File: config.mk
export PLATFORM = sky130hd
export DESIGN_NAME = decompress
export DESIGN_NICKNAME = d
export VERILOG_FILES = /design/src/rtl/decompress.sv
export SDC_FILE = /design/constraint.sdc
export NUM_CORES = 2
export LEC_CHECK = 0
export BUFFER_PORTS_ARGS = -buffer_cell sky130_fd_sc_hd__buf_4
export CAP_MARGIN = 20
export CORE_AREA = 2 2 432 434
export CTS_CLUSTER_DIAMETER = 100
export CTS_CLUSTER_SIZE = 20
export DETAILED_ROUTE_END_ITERATION = 7
export DIE_AREA = 0 0 434 436
export GPL_TIMING_DRIVEN = 0
export MAX_ROUTING_LAYER = met4
export SETUP_SLACK_MARGIN = 0.4
export SLEW_MARGIN = 25
export SYNTH_ARGS = -nofsm -noshare
export SYNTH_HDL_FRONTEND = slang
export SYNTH_SLANG_ARGS = --single-unit
File: constraint.sdc
create_clock -name clk_i -period 47.9 [get_ports clk_i]
set_input_delay 9.58 -clock clk_i [delete_from_list [all_inputs] [get_ports clk_i]]
set_output_delay 9.58 -clock clk_i [all_outputs]
set_load 0.02 [all_outputs]
File: src/rtl/decompress.sv
// Line decompressor: latches one packed line and replays it as NPIX reconstructed RGBA pixels.
// Optional macro DECOMP_STATS_EN adds saturating line/error counters on stat_lines_o/stat_errs_o.
module decompress #(
    parameter int NPIX  = 32,
    parameter int CH_W  = 8,
    parameter int PIX_W = 32
) (
    input  logic                  clk_i,
    input  logic                  rst_i,
    input  logic                  in_valid_i,
    output logic                  in_ready_o,
    input  logic [1:0]            in_flag_i,
    input  logic [4*CH_W-1:0]     in_min_i,
    input  logic [11:0]           in_bits_i,
    input  logic [3:0]            in_skip_i,
    input  logic [NPIX*PIX_W-1:0] in_pix_i,
    output logic                  out_valid_o,
    input  logic                  out_ready_i,
    output logic [PIX_W-1:0]      out_pixel_o,
    output logic [4:0]            out_idx_o,
    output logic                  out_last_o,
`ifdef DECOMP_STATS_EN
    output logic [15:0]           stat_lines_o,
    output logic [15:0]           stat_errs_o,
`endif
    output logic                  out_err_o
);
    localparam int IDX_W = $clog2(NPIX);

    typedef enum logic [0:0] {
        S_IDLE   = 1'b0,
        S_DECODE = 1'b1
    } state_t;

    // Channels a,b,g,r are packed LSB-first; bits past the word end read as zero.
    function automatic logic [PIX_W-1:0] decode_word(input logic [1:0]        flag,
                                                     input logic [4*CH_W-1:0] mn,
                                                     input logic [11:0]       bits,
                                                     input logic [3:0]        skip,
                                                     input logic [PIX_W-1:0]  word);
        logic [PIX_W+CH_W-1:0] ext;
        logic [6:0]            off;
        logic [3:0]            w;
        logic [CH_W-1:0]       res;
        logic [PIX_W-1:0]      px;
        px  = '0;
        off = 7'd0;
        case (flag)
            2'b00: px = word;
            2'b01: begin
                for (int c = 0; c < 4; c++) begin
                    if (!skip[c]) begin
                        w   = {1'b0, bits[c*3 +: 3]} + 4'd1;
                        ext = {{CH_W{1'b0}}, word} >> off;
                        res = ext[CH_W-1:0] & ({CH_W{1'b1}} >> (4'd8 - w));
                        off = off + {3'b000, w};
                    end else begin
                        res = '0;
                    end
                    px[c*CH_W +: CH_W] = mn[c*CH_W +: CH_W] + res;
                end
            end
            default: px = '0;
        endcase
        return px;
    endfunction

    function automatic logic line_error(input logic [1:0]  flag,
                                        input logic [11:0] bits,
                                        input logic [3:0]  skip);
        logic [6:0] tot;
        tot = 7'd0;
        for (int c = 0; c < 4; c++) begin
            if (!skip[c]) begin
                tot = tot + {4'b0000, bits[c*3 +: 3]} + 7'd1;
            end else begin
                tot = tot;
            end
        end
        return flag[1] | ((flag == 2'b01) && (tot > 7'(PIX_W)));
    endfunction

    state_t                state_q, state_d;
    logic [IDX_W-1:0]      idx_q, idx_d;
    logic [PIX_W-1:0]      pixel_q, pixel_d;
    logic                  last_q, last_d;
    logic                  err_q, err_d;
    logic [1:0]            flag_q;
    logic [4*CH_W-1:0]     min_q;
    logic [11:0]           bits_q;
    logic [3:0]            skip_q;
    logic [NPIX*PIX_W-1:0] pix_q;

    logic             out_valid_s, out_hs_s, last_hs_s, accept_s;
    logic [IDX_W-1:0] nidx_s;
    logic [PIX_W-1:0] dec_s;

    assign out_valid_s = (state_q == S_DECODE);
    assign out_hs_s    = out_valid_s && out_ready_i;
    assign last_hs_s   = out_hs_s && last_q;
    assign in_ready_o  = (state_q == S_IDLE) || last_hs_s;
    assign accept_s    = in_valid_i && in_ready_o;
    assign nidx_s      = idx_q + {{(IDX_W-1){1'b0}}, 1'b1};

    // Single decoder fed either by the incoming line (beat 0) or the stored line (later beats).
    always_comb begin
        if (accept_s) begin
            dec_s = decode_word(in_flag_i, in_min_i, in_bits_i, in_skip_i, in_pix_i[PIX_W-1:0]);
        end else begin
            dec_s = decode_word(flag_q, min_q, bits_q, skip_q, pix_q[nidx_s*PIX_W +: PIX_W]);
        end
    end

    // Next-state and output-register update; a new line may replace the final beat's handshake.
    always_comb begin
        state_d = state_q;
        idx_d   = idx_q;
        pixel_d = pixel_q;
        last_d  = last_q;
        err_d   = err_q;
        if (accept_s) begin
            state_d = S_DECODE;
            idx_d   = '0;
            pixel_d = dec_s;
            last_d  = (NPIX == 1);
            err_d   = line_error(in_flag_i, in_bits_i, in_skip_i);
        end else if (last_hs_s) begin
            state_d = S_IDLE;
            last_d  = 1'b0;
        end else if (out_hs_s) begin
            idx_d   = nidx_s;
            pixel_d = dec_s;
            last_d  = (nidx_s == IDX_W'(NPIX-1));
        end else begin
            state_d = state_q;
        end
    end

    // Control and output registers.
    always_ff @(posedge clk_i) begin
        if (rst_i) begin
            state_q <= S_IDLE;
            idx_q   <= '0;
            pixel_q <= '0;
            last_q  <= 1'b0;
            err_q   <= 1'b0;
        end else begin
            state_q <= state_d;
            idx_q   <= idx_d;
            pixel_q <= pixel_d;
            last_q  <= last_d;
            err_q   <= err_d;
        end
    end

    // Line buffer; contents only matter after an accept, so it carries no reset.
    always_ff @(posedge clk_i) begin
        if (accept_s) begin
            flag_q <= in_flag_i;
            min_q  <= in_min_i;
            bits_q <= in_bits_i;
            skip_q <= in_skip_i;
            pix_q  <= in_pix_i;
        end else begin
            pix_q  <= pix_q;
        end
    end

    assign out_valid_o = out_valid_s;
    assign out_pixel_o = pixel_q;
    assign out_idx_o   = 5'(idx_q);
    assign out_last_o  = last_q;
    assign out_err_o   = err_q;

`ifdef DECOMP_STATS_EN
    logic [15:0] stat_lines_q, stat_errs_q;

    // Saturating counters of completed lines and completed lines flagged in error.
    always_ff @(posedge clk_i) begin
        if (rst_i) begin
            stat_lines_q <= 16'h0000;
            stat_errs_q  <= 16'h0000;
        end else if (last_hs_s) begin
            if (stat_lines_q != 16'hFFFF) begin
                stat_lines_q <= stat_lines_q + 16'd1;
            end else begin
                stat_lines_q <= stat_lines_q;
            end
            if (err_q && (stat_errs_q != 16'hFFFF)) begin
                stat_errs_q <= stat_errs_q + 16'd1;
            end else begin
                stat_errs_q <= stat_errs_q;
            end
        end else begin
            stat_lines_q <= stat_lines_q;
        end
    end

    assign stat_lines_o = stat_lines_q;
    assign stat_errs_o  = stat_errs_q;
`endif

endmodule
Word level (Yosys, flattened, before mapping). Index checks and enable logic that the tools add are counted.

Memory bits (writable): 0. Logic and storage cells: 148. Memories kept: 0. Bits in latches: 0. Input bits: 1078. Bits in read-only memories: 0. Register bits after elaboration: 1114.

Equality and inequality tests: 4. Shift operators: 15. $mul: 0. Reductions and logical operators: 13. $lt $le $gt $ge: 1. Add/sub/neg operators: 36. Divide/modulo/power cells: 0. Muxes and demuxes: 58. Bitwise logic cells: 11.

Operator list (number): $shiftx A1024 B11 Y32 (1); $mux W8 (24); $shr A32 B7 Y8 (6); $mux W7 (23); $mux W32 (4); $pmux W32 S2 (2); $add A8 B8 Y8 (8); $and A8 B8 Y8 (8); $shr A8 B4 Y8 const A (8); $add A3 B1 Y4 const B (9); $sub A4 B4 Y4 const A (8); $add A7 B4 Y7 (4); $add A7 B1 Y7 const B (3); $add A7 B3 Y7 (3); $mux W4 (3); $gt A7 B6 Y1 const B (1); $add A5 B1 Y5 const B (1); $eq A5 B5 Y1 const B (1); $eq A2 B1 Y1 const B (2); $logic_and A1 B1 Y1 (4); $logic_not A2 Y1 (2); $reduce_and A2 Y1 (2); $reduce_bool A2 Y1 (2); $reduce_or A3 Y1 (1); other kinds (6) (8).

Depth between registers and ports, before layout.
Depth in word-level cells: 24. Mapped depth: 38. Depth with buffers taken out: 33.

Worst setup path before layout. Ideal clock, no wire load.

Path kind: input -> register. Start point: input port out_ready_i. End point: register pixel_q[20], in the netlist out_pixel_o[20]. Arrival time: 42.238 ns. Path slack: 5.508 ns. Path buffers: 1. Library setup time: 0.154 ns. Stages: 7. Data required time: 47.746 ns. Path through: nand2_1 > nand2_1 > nand2_1 > inv_1 > clkbuf_1 > o21ai_0 > and3_1.

Word-level cells in the longest chain between the ends: 8. Elaborated cells between the ends (all ways): 11.

RTL lines: start: declaration (line 18) `input logic out_ready_i,`; $logic_and A1 B1 Y1 * (line 99) `assign out_hs_s = out_valid_s && out_ready_i;`; $logic_and A1 B1 Y1 * (line 100) `assign last_hs_s = out_hs_s && last_q;`; $logic_or A1 B1 Y1 * (line 101) `assign in_ready_o = (state_q == S_IDLE) || last_hs_s;`; named net in_ready_o (line 11) `output logic in_ready_o,`; $logic_and A1 B1 Y1 * (line 102) `assign accept_s = in_valid_i && in_ready_o;`; named net accept_s (line 94) `logic out_valid_s, out_hs_s, last_hs_s, accept_s;`; $mux W32 (line 107) `if (accept_s) begin`; $mux W32 (line 130) `end else if (out_hs_s) begin`; $mux W32 (line 127) `end else if (last_hs_s) begin`; $mux W32 (line 121) `if (accept_s) begin`; end signal: assignment (line 150) `pixel_q <= pixel_d;`; end: declaration (line 85) `logic [PIX_W-1:0] pixel_q, pixel_d;`.

The timed path passes the listed nets; every way through them passes the cells marked *. The select of a mux whose other input is x is not followed. A chain may end at the register's enable or synchronous reset.

Worst setup path after layout.
Start point: input port out_ready_i. End point: output port in_ready_o.

Word-level cells in the longest chain between the ends: 3.

RTL lines (line): $logic_and A1 B1 Y1 (99); $logic_and A1 B1 Y1 (100); $logic_or A1 B1 Y1 (101); end: declaration (11).

No other way between the ends.

==> results.sh <==
export IMPL_layout_drive_gt1_share_pct=34.6
export IMPL_cts_root_buf="clkbuf_16"
export IMPL_synth_cells=3658
export IMPL_vias=39700
export IMPL_final_area_um2=68800
export IMPL_peakVddDrop_mv=0.0325
export IMPL_rsz0062_at_grt="false"
export IMPL_slew_headroom_pct=18.2
export IMPL_fin_util_pct=37.3
export IMPL_routed_wl_um=258000
export IMPL_post_drt_via_cell_ratio=5.34
export IMPL_setup_viol=0
export IMPL_worstSetupPathType="input port to output port"
export IMPL_synth_seq_cells=1114
export IMPL_cts_repair_resized=0
export IMPL_syn_nets=4851
export IMPL_routedWlPerCell_um=34.7
export IMPL_crit_path_end_kind="output port"
export IMPL_async_reset_ff_share_pct=0
export IMPL_grt_start_max_net_pins=54
export IMPL_area_growth_pct=27.8
export IMPL_powerDensity_nw_per_um2=34.2
export IMPL_drc=0
export IMPL_cts_setup_buffers=0
export IMPL_ys_warn_count=0
export IMPL_cp_max_fo=2
export IMPL_io_pins=1119
export IMPL_met1_usage_pct=33.6
export IMPL_fin_crit_sh_pct=40.9
export IMPL_slew_viol_final=0
export IMPL_first_pass_iters=6
export IMPL_overflow=0
export IMPL_p_leak_nw=26.0
export IMPL_clkSinkCount=1114
export IMPL_syn_avg_cell_area_um2=14.7
export IMPL_io_buffers=1117
export IMPL_synth_ff_type="edfxtp_1"
export IMPL_crit_arrival_ns=10.00
export IMPL_fin_crit_ns=19.58
export IMPL_gr_usage_met3_pct=5.84
export IMPL_hold_viol=0
export IMPL_worstMarginPinSlew_ns=1.22
export IMPL_initial_core_util_pct=29.2
export IMPL_htree_levels=3
export IMPL_detail_route_iter0_violations=4815
export IMPL_rows=158
export IMPL_path_clk_slew_ns=0.07
export IMPL_grt_busiest_layer="met2"
export IMPL_instances_no_fill=7447
export IMPL_grtUsageMet2_pct=43.7
export IMPL_cts_hold_buffers_added=0
export IMPL_core_um2=185000
export IMPL_min_path_type="flip-flop to flip-flop"
export IMPL_antenna_found_initial=79
export IMPL_clock_fmax_mhz=51.1
export IMPL_nFillCells=17800
export IMPL_synth_cell_type_count=97
export IMPL_crit_required_ns=38.32
export IMPL_max_cap_violations=0
export IMPL_synth_yosys_seq_area_share_pct=61.4
export IMPL_dieArea_um2=189000
export IMPL_final_nets=6088
export IMPL_syn_cell_area_um2=53800
export IMPL_clock_latency_ns=0.76
export IMPL_startpoint_type="input port"
export IMPL_postPlaceCellArea_um2=66400
export IMPL_dieWidth_um=434
export IMPL_placed_cells=7298
export IMPL_outcome="complete, no violations"
export IMPL_grt_pass1_vias=39500
export IMPL_grt_pass1_wl_um=341000
export IMPL_finClkSkew_ns=0.0502
export IMPL_synth_edf_count=1074
export IMPL_grtUsageTotal_pct=27.5
export IMPL_cts_buffers=75
export IMPL_finalPower_w=0.00235
export IMPL_die_y_um=436
export IMPL_gp_congestion=0.949
export IMPL_dpl_hpwl_um=207000
export IMPL_cts_path_max_buffers=3
export IMPL_cts_tree="built"
export IMPL_drt_antenna_violating_nets=0
[cells in the mapped netlist (all sizes together), types with 5 or more instances]
cell type	n	share of area (%)
xnor2	60	0.99
a21o	47	0.66
nor4	5	0.086
nor2	247	1.7
a32oi	16	0.26
a21oi	144	1.3
a311oi	10	0.16
a221oi	18	0.36
edfxtp	1074	60
o32ai	10	0.16
o2111ai	7	0.13
a31oi	31	0.36
mux2i	304	5.7
a21boi	5	0.070
nand2	381	2.7
nand3	82	0.77
mux2	20	0.42
dfxtp	40	1.5
and2	11	0.13
o211ai	21	0.29
o221ai	13	0.21
clkbuf	115	0.81
or2	12	0.14
o22ai	9	0.10
a22oi	6	0.084
o21ai	92	0.86
a32o	8	0.15
nand4	17	0.21
fa	12	0.45
mux4	259	11
nand2b	11	0.13
or3	6	0.070
xor2	29	0.51
ha	103	2.4
buf	118	1.5
nor3	60	0.62
o21bai	19	0.26
nor2b	9	0.10
inv	64	0.45
and3	28	0.33
o31ai	6	0.084
a211oi	54	0.76
a2111oi	16	0.30
[metal layers]
| layer | wire length, um | part of all wire (%) | vias to the layer above |
|---|---|---|---|
| li1 | - | - | 16800 |
| met1 | 99300 | 38 | 20300 |
| met2 | 124000 | 48 | 2194 |
| met3 | 21700 | 8.4 | 398 |
| met4 | 12900 | 5.0 | 0 |
| met5 | 0 | 0 | - |
[registers in the layout (all words and copies together) (netlist names)]
name,cells
pix_q,1024
min_q,32
out_pixel_o,32
bits_q,12
out_idx_o,5
skip_q,4
flag_q,2
out_err_o,1
out_last_o,1
out_valid_o,1
[cells in the final DEF (no fill, tap or decap), types with 18 or more instances in the layout]
cell type	n
nand3_1	81
o21bai_1	19
xor2_1	27
dfxtp_1	40
a31oi_1	29
buf_4	1144
edfxtp_1	1074
mux2_2	19
ha_1	103
clkbuf_1	106
buf_2	46
a21o_1	47
mux2i_1	295
buf_16	18
mux4_2	259
xnor2_1	56
a211oi_1	53
inv_1	61
diode_2	45
clkbuf_16	78
nor3_1	57
buf_6	32
and3_1	28
o21ai_0	88
nor2_1	245
nand2_1	381
o211ai_1	21
buf_1	20
a21oi_1	142
[path summary, 6_finish.rpt]
kind              slack, ns  depth (start not counted)              end        start
hold reg to reg        0.54                          2      out_valid_o  out_valid_o
setup / recovery      28.32                          4       in_ready_o  out_ready_i
hold / removal         0.54                          2      out_valid_o  out_valid_o
setup reg to reg      37.88                         35  out_pixel_o[31]    bits_q[0]
[area by class of cell]
type | count | area (um^2) | area share, %
timing repair buffer | 1160 | 9280 | 13.5
clock inverter | 22 | 290 | 0.422
inverter | 66 | 248 | 0.360
buffer | 233 | 1260 | 1.84
multi-input combinational | 2245 | 19500 | 28.3
clock buffer | 82 | 1970 | 2.86
sequential | 1114 | 33100 | 48.1
tap | 2480 | 3100 | 4.51
antenna | 45 | 113 | 0.164
[power breakdown]
| part | internal (W) | leakage [nW] | switching [W] | total, W |
|---|---|---|---|---|
| Sequential | 0.00113 | 10.6 | 0.0000238 | 0.00116 |
| Combinational | 0.000217 | 14.3 | 0.000303 | 0.000520 |
| Clock | 0.000305 | 1.11 | 0.000369 | 0.000674 |
[per-stage QoR]
stage	setup TNS, ns	worst slack (ns)	hold WS (ns)
after global routing	0	28.10	0.557
final	0	28.32	0.543
after global placement	-6693.72	-10.11	0.517
after floorplan	0	5.51	0.561
after CTS	0	28.32	0.542
after detailed placement	0	28.09	0.524
[critical path: stages]
cell	delay, ns
buf_4	0.11
nand2_1	0.07
nand2_1	0.07
buf_4	0.16
[cells by family (layout without fill, tap and decap cells)]
logic type	after synthesis	count (layout)	share of synthesized area [%]
DFF	1114	1114	61.4
and+or+nand+nor	882	882	7.16
muxes	583	583	16.9
AOI/OAI and AO/OA	572	572	7.31
buffers and inverters	299	1563	2.78
adders and majority gates	119	119	2.91
xor gates and xnor gates	89	89	1.50
other	0	45	0
Power figures use the tool's default switching activity.
